File: src/rtl/sd_spi_arbiter.sv
// Shares one SPI byte engine between a Z80 byte port and a DMA requester.
// Define SD_SPI_DMA_EN to enable the DMA requester; otherwise the Z80 owns every transfer.
module sd_spi_arbiter #(
  parameter int TMO_CYC = 255
) (
  input  logic       fclk,
  input  logic       rst_n,
  input  logic       z_start,
  input  logic [7:0] z_din,
  output logic [7:0] z_dout,
  output logic       z_busy,
  output logic       z_ovr,
  input  logic       z_ovr_clr,
  input  logic       dma_req,
  input  logic [7:0] dma_din,
  output logic       dma_ack,
  output logic [7:0] dma_dout,
  output logic       spi_start,
  output logic [7:0] spi_din,
  input  logic [7:0] spi_dout,
  input  logic       spi_rdy,
  output logic       spi_tmo
);

  typedef enum logic [1:0] {
    S_IDLE,
    S_ISSUE,
    S_BUSY,
    S_DONE
  } state_e;

  localparam logic [7:0] TmoLast = 8'(TMO_CYC - 1);

  state_e     state_q;
  logic       z_pend_q;
  logic       z_ovr_q;
  logic       spi_tmo_q;
  logic       spi_start_q;
  logic [7:0] z_txbuf_q;
  logic [7:0] z_dout_q;
  logic [7:0] spi_din_q;
  logic [7:0] cnt_q;

  logic       owner_dma;
  logic       z_acc;
  logic       z_req;
  logic       gnt;
  logic       gnt_dma;
  logic       xfer_ok;
  logic       xfer_tmo;
  logic       xfer_end;
  logic [7:0] tx_d;
  logic [7:0] rx_d;

`ifdef SD_SPI_DMA_EN
  logic       owner_q;
  logic       last_dma_q;
  logic       dma_ack_q;
  logic [7:0] dma_dout_q;

  assign gnt_dma   = dma_req & (~z_req | ~last_dma_q);
  assign owner_dma = owner_q;
  assign dma_ack   = dma_ack_q;
  assign dma_dout  = dma_dout_q;
  assign tx_d      = gnt_dma ? dma_din
                   : (z_pend_q ? z_txbuf_q : z_din);
`else
  logic unused_dma;

  assign unused_dma = ^{dma_req, dma_din};
  assign gnt_dma    = 1'b0;
  assign owner_dma  = 1'b0;
  assign dma_ack    = 1'b0;
  assign dma_dout   = 8'hFF;
  assign tx_d       = z_pend_q ? z_txbuf_q : z_din;
`endif

  assign z_busy = z_pend_q
                | (((state_q == S_ISSUE) | (state_q == S_BUSY))
                   & ~owner_dma);
  assign z_acc  = z_start & ~z_busy;
  // A byte accepted this cycle already competes for the engine
  assign z_req  = z_pend_q | z_acc;
  assign gnt    = (state_q == S_IDLE) & spi_rdy & (z_req | gnt_dma);

  assign xfer_ok  = (state_q == S_BUSY) & (cnt_q != 8'd0) & spi_rdy;
  assign xfer_tmo = (state_q == S_BUSY) & ~xfer_ok
                  & (cnt_q == TmoLast);
  assign xfer_end = xfer_ok | xfer_tmo;
  assign rx_d     = xfer_tmo ? 8'hFF : spi_dout;

  assign z_dout    = z_dout_q;
  assign z_ovr     = z_ovr_q;
  assign spi_start = spi_start_q;
  assign spi_din   = spi_din_q;
  assign spi_tmo   = spi_tmo_q;

  always_ff @(posedge fclk or negedge rst_n) begin
    if (!rst_n) begin
      state_q     <= S_IDLE;
      z_pend_q    <= 1'b0;
      z_ovr_q     <= 1'b0;
      spi_tmo_q   <= 1'b0;
      spi_start_q <= 1'b0;
      z_txbuf_q   <= 8'hFF;
      z_dout_q    <= 8'hFF;
      spi_din_q   <= 8'hFF;
      cnt_q       <= 8'd0;
`ifdef SD_SPI_DMA_EN
      owner_q     <= 1'b0;
      last_dma_q  <= 1'b1;
      dma_ack_q   <= 1'b0;
      dma_dout_q  <= 8'hFF;
`endif
    end else begin
      spi_start_q <= 1'b0;
`ifdef SD_SPI_DMA_EN
      dma_ack_q   <= 1'b0;
`endif
      if (z_acc) begin
        z_txbuf_q <= z_din;
        z_pend_q  <= 1'b1;
      end
      if (z_start & z_busy) begin
        z_ovr_q <= 1'b1;
      end else if (z_ovr_clr) begin
        z_ovr_q <= 1'b0;
      end
      unique case (state_q)
        S_IDLE: begin
          if (gnt) begin
            state_q     <= S_ISSUE;
            spi_start_q <= 1'b1;
            spi_din_q   <= tx_d;
`ifdef SD_SPI_DMA_EN
            owner_q     <= gnt_dma;
`endif
          end
        end
        S_ISSUE: begin
          if (!owner_dma) begin
            z_pend_q <= 1'b0;
          end
          cnt_q   <= 8'd0;
          state_q <= S_BUSY;
        end
        S_BUSY: begin
          if (xfer_end) begin
            state_q <= S_DONE;
            if (xfer_tmo) begin
              spi_tmo_q <= 1'b1;
            end
`ifdef SD_SPI_DMA_EN
            if (owner_q) begin
              dma_dout_q <= rx_d;
              dma_ack_q  <= 1'b1;
            end else begin
              z_dout_q <= rx_d;
            end
`else
            z_dout_q <= rx_d;
`endif
          end else begin
            cnt_q <= cnt_q + 8'd1;
          end
        end
        S_DONE: begin
`ifdef SD_SPI_DMA_EN
          last_dma_q <= owner_q;
`endif
          state_q <= S_IDLE;
        end
        default: state_q <= S_IDLE;
      endcase
    end
  end

endmodule
File: config.mk
export PLATFORM = sky130hd
export DESIGN_NAME = sd_spi_arbiter
export DESIGN_NICKNAME = d
export VERILOG_FILES = /design/src/rtl/sd_spi_arbiter.sv
export SDC_FILE = /design/constraint.sdc
export NUM_CORES = 1
export LEC_CHECK = 0
export ABC_AREA = 1
export BUFFER_PORTS_ARGS = -buffer_cell sky130_fd_sc_hd__buf_2
export CAP_MARGIN = 0
export CORE_MARGIN = 1
export CORE_UTILIZATION = 50
export CTS_BUF_LIST = sky130_fd_sc_hd__clkbuf_8 sky130_fd_sc_hd__clkbuf_16
export CTS_CLUSTER_DIAMETER = 150
export CTS_CLUSTER_SIZE = 14
export DETAILED_ROUTE_END_ITERATION = 12
export PLACE_DENSITY_LB_ADDON = 0.15
export SYNTH_ARGS = -nofsm -noshare
export SYNTH_HDL_FRONTEND = slang
export SYNTH_SLANG_ARGS = --single-unit
File: constraint.sdc
create_clock -name fclk -period 2.4 [get_ports fclk]
set_input_delay 0.36 -clock fclk [delete_from_list [all_inputs] [get_ports fclk]]
set_output_delay 0.36 -clock fclk [all_outputs]
set_load 0.01 [all_outputs]
==> run summary, run 1 <==
Die W = 64.8 um
DPL Wire Length = 2450 um
Clock slew at reported path FFs = 70 ps
Clock tree from TritonCTS = yes
Worst-path fanout max = 13
Most frequent cells in the layout = nand2_1 (47), buf_2 (40), inv_1 (30)
Row Count = 22
Reg2reg end = cnt_q[1]$_DFFE_PN0P_
Clock tree root driver cell = clkbuf_8
Worst path slowest cell = ha_1
Max VDD drop = 658 uV
Max stage delay on crit path = 460 ps
Critical Path AT = 2070 ps
Synth Warn # = 0
Initial antenna violation count = 0
Worst-skew pair later-pin latency = 290 ps
H-tree depth = 2
Tcrit/Tclk final = 78.9%
Largest net degree at the start of global routing = 39
WP data required = 2580 ps
Synthesized area = 1970 sq um
Crit path to = cnt_q[1]$_DFFE_PN0P_
Worst Max-Slew Pin Slew = 803 ps
Synth area leader = dfstp_2
Synth Instances = 214
Core Region = 3720 sq um
CP startpoint = state_q[0]$_DFFE_PN0P_
Clock Sinks = 38
Synth-to-Final Area Change = 14.5%
Reg2reg start = state_q[0]$_DFFE_PN0P_
Commonest non-fill, non-tap cell in the layout = nand2_1
WL/cell = 11.2 um
Syn_area_per_cell = 9.21 sq um
Final WL = 3390 um
Diodes inserted = 0
TritonCTS Buffers = 5
Setup bufs post-CTS = 0
Iteration-0 DRC Markers = 75
DRC violations left = 0
# resized after CTS = 0
Synth Register Bits = 38
Max Root-Sink Buffers = 2
Total grt overflow = 0
Hold Buf Count CTS = 0
Top post-synthesis cells by area = dfstp_2 (32%), dfrtp_1 (18%), nand2_1 (9.0%), inv_1 (5.3%), mux2_2 (4.6%)
Status = completed
Fin. max-slew vios = 0
Startpoint types = flip-flop
Fin Clk Skew = 4.77 ps
Post-synthesis sequential area ratio = 49.8%
Worst Setup Path Type = flip-flop to flip-flop
Fin. Hold Viols = 0
Vias in the first global route = 1459
Initial Utilization = 53.0%
Pre-antenna DRT Iters = 4
Max-Cap Viols = 0
Hold slack = 158 ps
Area share of the largest cell type after synthesis = 32.0%
Die Area = 4200 sq um
First-pass GRT wire length = 6380 um
Register-to-Register Path Depth = 9
# setup viols final = 0
DIE HEIGHT = 64.8 um
Layout cell share with drive strength beyond 1 = 35.7%
Internal reg-to-reg setup slack = 510 ps
RSZ-0062 raised after global routing = false
Total leakage power = 1.18 nW
Drt via density = 4.79
Sum Neg Setup Slack = 0 ps
Min Tclk post-route = 1890 ps
Ordered cell list for the critical path = inv_1 -> ha_1 -> nand2_1 -> inv_1 -> nand2_2 -> nand2_2 -> inv_2 -> nand3_1 -> nand2_1
Slew margin rel. = 46.5%
Via count = 1452
Global-route usage over all layers = 20.2%
# port buffers = 40
Pwr dens = 1250 nW/um^2
IO Pins = 59
RePlAce Congestion = 0.749
Final ANT Viol Nets = 0
Fin nets = 290
Hold crit path type = input port to async pin
Cell variety after synth = 29
CP Capture Type = flip-flop
Fmax = 528 MHz
-- stage by stage --
| step | power (mW) | util (%) | setup slack [ps] | cells | area [sq um] |
|---|---|---|---|---|---|
| finish | 2.81 | 60.7 | 506 | 303 | 2260 |
| floorplan | 2.03 | - | 886 | 221 | 2000 |
| global route | 3.05 | 60.7 | 230 | 303 | 2260 |
| global placement | 2.29 | 57.9 | 486 | 295 | 2150 |
| detailed placement | 2.32 | 57.9 | 485 | 295 | 2150 |
| CTS | 2.85 | 60.7 | 464 | 303 | 2260 |
-- synth_stat cells (all sizes together) --
cell    number
nand2       51
inv         30
dfstp       24
nor2        22
nand3       16
buf         14
dfrtp       14
mux2         8
o22ai        8
o31ai        8
ha           6
xor2         4
conb         2
nand4        2
a21oi        1
o211ai       1
o21ai        1
o21bai       1
or2          1
-- state kept, by name, summed over array words and instances (netlist names) --
register and count:
spi_start 1, spi_tmo 1, z_txbuf_q 8, state_q 2
z_ovr 1, z_dout 8, z_pend_q 1, cnt_q 8
spi_din 8
-- power by group --
| part | internal (mW) | switching, mW | leakage (nW) |
|---|---|---|---|
| clock | 0.302 | 0.215 | 0.0607 |
| combinational | 0.462 | 0.638 | 0.684 |
| sequential | 1.03 | 0.162 | 0.432 |
| total | 1.80 | 1.02 | 1.18 |
-- cell type report --
cell class	count	area, sq um
sequential	38	981
multi-input combinational	139	797
clock buffer	5	68.8
clock inverter	3	37.5
fill	346	1460
inverter	30	113
timing repair buffer	40	200
tap	48	60.1
-- cells by family after synthesis --
family / count (synthesis) / synth area share (%)
AND/OR/NAND/NOR: 92 / 21.2
buffers and inverters: 44 / 11.1
flip-flops: 38 / 49.8
AO/OA/AOI/OAI: 20 / 7.36
multiplexers: 8 / 4.57
adder cells (fa/ha/maj): 6 / 3.81
XOR/XNOR: 4 / 1.78
other: 2 / 0.381
-- critical path: cells and delay by family (launching register included) --
kind	cells	cell delay, ps
adders and majority gates	1	460
and+or+nand+nor	5	620
DFF	1	400
buffers and inverters	3	290
-- worst min-delay path by stage --
stage / end / slack (ps) / cells after the start / startpoint
CTS: cnt_q[6]$_DFFE_PN0P_ / 180 / 1 / rst_n
detailed placement: spi_din[6]$_DFFE_PN1P_ / 470 / 2 / spi_din[6]$_DFFE_PN1P_
global route: cnt_q[7]$_DFFE_PN0P_ / 220 / 1 / rst_n
floorplan: cnt_q[0]$_DFFE_PN0P_ / 60 / 0 / rst_n
global placement: spi_tmo$_DFFE_PN0P_ / 460 / 1 / spi_tmo$_DFFE_PN0P_
finish: spi_start$_DFF_PN0_ / 160 / 1 / rst_n
-- routing by layer --
layer	GRT usage (%)	vias up	routed length (um)
li1	-	743	-
met1	24.4	663	1550
met2	33.6	41	1600
met3	5.46	5	180
met4	8.33	0	57
met5	0	-	0
Power figures use the tool's default switching activity.
==> run 2, diff against run 1 <==
==> constraint.sdc (replaced) <==
create_clock -name fclk -period 2 [get_ports fclk]
set_input_delay 0.3 -clock fclk [delete_from_list [all_inputs] [get_ports fclk]]
set_output_delay 0.3 -clock fclk [all_outputs]
set_load 0.01 [all_outputs]
==> run 2 against run 1 <==
Compared with the run above:
- wire length rose by 2.7%
- via count up 2.1%
- register-to-register slack got worse by 270 ps
==> run summary, run 2 (synthesis gave the netlist of run 1 again) <==
Critical Path AT = 1950 ps (-120 ps)
Reg2reg start = state_q[0]$_DFFE_PN0P_
Final WL = 3480 um (+2.7%)
Worst-path fanout max = 18 (+5)
Post-Layout Inst Area = 2300 sq um (+1.8%)
Pre-CTS WS = 224 ps (-261 ps)
Fmax = 567 MHz (+7.3%)
Die W = 64.8 um (unchanged)
DIE HEIGHT = 64.8 um (unchanged)
Placed cell areas = 2180 sq um (+1.4%)
Total grt overflow = 0 (unchanged)
End of the worst hold path = z_dout[3]$_DFFE_PN1P_
Total leakage power = 1.20 nW (+2.0%)
IO Pins = 59 (unchanged)
Vias in the first global route = 1444 (-1.0%)
Most frequent cells in the layout = nand2_1 (47), buf_2 (40), inv_1 (30)
Min Tclk post-route = 1760 ps (-129 ps)
Pre-antenna DRT Iters = 3 (-1)
Max VDD drop = 705 uV (+7.2%)
Ordered cell list for the critical path = inv_1 -> ha_1 -> nor2_4 -> nand2_4 -> nand2_2 -> nand3_4 -> nand2_1 -> nand2_1 -> nand2_1 -> nand2_1
# setup viols final = 0 (unchanged)
Fin. Hold Viols = 0 (unchanged)
Clock tree from TritonCTS = yes
RSZ-0062 raised after global routing = false
Commonest non-fill, non-tap cell in the layout = nand2_1
Status = completed
Startpoint types = flip-flop
Slack of the critical path = 235 ps (-271 ps)
WP buf/inv = 1 (-2)
Max Root-Sink Buffers = 2 (unchanged)
Crit-path leading delay family = simple AND/OR/NAND/NOR gates
Iteration-0 DRC Markers = 60 (-20%)
Worst Setup Path Type = flip-flop to flip-flop
CP Capture Type = flip-flop
Initial Utilization = 53.0% (unchanged)
DRC violations left = 0 (unchanged)
Fin. max-slew vios = 0 (unchanged)
Core Region = 3720 sq um (unchanged)
RePlAce Congestion = 0.760 (+1.4%)
Clock slew at reported path FFs = 70 ps (about the same)
Hold-critical path depth = 3
DPL Wire Length = 2490 um (+1.3%)
# port buffers = 40 (unchanged)
Row Count = 22 (unchanged)
Via count = 1483 (+2.1%)
Tcrit/Tclk final = 88.2% (+9.3 points)
WL/cell = 11.3 um (+1.0%)
TritonCTS Buffers = 5 (unchanged)
Worst-skew pair later-pin latency = 290 ps (about the same)
Clock tree root driver cell = clkbuf_8
Final ANT Viol Nets = 0 (unchanged)
Fillers = 345 (-0.29%)
Pwr dens = 1480 nW/um^2 (+19%)
Die Area = 4200 sq um (unchanged)
WP data required = 2190 ps (-390 ps)
Fin Clk Skew = 4.14 ps (-0.626 ps)
Largest net degree at the start of global routing = 19 (-51%)
Hold slack = 229 ps (+71.3 ps)
Max stage delay on crit path = 380 ps (-80 ps)
Worst path slowest cell = dfrtp_1
Register-to-Register Path Depth = 10 (+1)
Drt via density = 4.81 (+0.48%)
CP most frequent cell = nand2_1
Layout cell share with drive strength beyond 1 = 36.5% (+0.85 points)
Clock Sinks = 38 (unchanged)
Reg2reg end = state_q[0]$_DFFE_PN0P_
Diodes inserted = 0 (unchanged)
Initial antenna violation count = 0 (unchanged)
Synth-to-Final Area Change = 16.6%
H-tree depth = 2 (unchanged)
Sum Neg Setup Slack = 0 ps (unchanged)
Hold crit path type = input port to flip-flop
Fin nets = 295 (+1.7%)
First-pass GRT wire length = 6300 um (-1.3%)
Max-Cap Viols = 0 (unchanged)
Post-layout util = 61.8% (+1.1 points)
# resized after CTS = 0 (unchanged)
Global-route usage over all layers = 20.0% (-0.20 points)
Internal reg-to-reg setup slack = 240 ps (-270 ps)
Hold Path Origin = spi_dout[3]
## run 2: cell count changes in the layout (fill, tap and decap cells not counted)
cell | previous run | this run
buf_4 | 0 | 4
dlygate4sd3_1 | 0 | 1
## run 2: layer usage
metal  track usage (%)  part of all wire [%]
met1              23.9                    45
met2              33.3                    47
met3              4.05                   5.3
met4              10.8                   2.2
met5                 0                     0
## run 2: final cells by class
type                            count  area [sq um]  area share [%]
Sequential cell                    38           981            42.7
Clock inverter                      3          37.5            1.63
Tap cell                           48          60.1            2.61
Multi-Input combinational cell    139           797            34.7
Timing Repair Buffer               45           240            10.5
Inverter                           30           113            4.90
Clock buffer                        5          68.8            3.00
## run 2: worst max path at each step
| stage | end | from | cells past startpoint |
|---|---|---|---|
| floorplan | spi_din[4]$_DFFE_PN1P_ | state_q[0]$_DFFE_PN0P_ | 8 |
| global placement | state_q[0]$_DFFE_PN0P_ | state_q[0]$_DFFE_PN0P_ | 10 |
| detailed placement | state_q[0]$_DFFE_PN0P_ | state_q[0]$_DFFE_PN0P_ | 10 |
| CTS | state_q[0]$_DFFE_PN0P_ | state_q[0]$_DFFE_PN0P_ | 10 |
| global route | state_q[1]$_DFFE_PN0P_ | state_q[0]$_DFFE_PN0P_ | 10 |
| finish | state_q[0]$_DFFE_PN0P_ | state_q[0]$_DFFE_PN0P_ | 10 |
## run 2: repair_timing
item / 4_1_cts / 5_1_grt
buffers inserted: 0 / 0
hold buffers: 1 / 0
endpoints found under the hold margin: 2 / 0
## run 2: tightest hold or removal path, cell delays in order
cell     delay, ps
buf_2           80
o22ai_1         70
inv_1           50
## run 2: where the power goes
group	internal [mW]	switching [mW]
clock network	0.363	0.271
registers	1.24	0.197
logic	0.573	0.767
## run 2: metrics by stage
step                      instances  power (mW)
final                           308        3.41
after global routing            308        3.69
after CTS                       308        3.45
after detailed placement        299        2.80
after global placement          299        2.77
after floorplan                 221        2.43
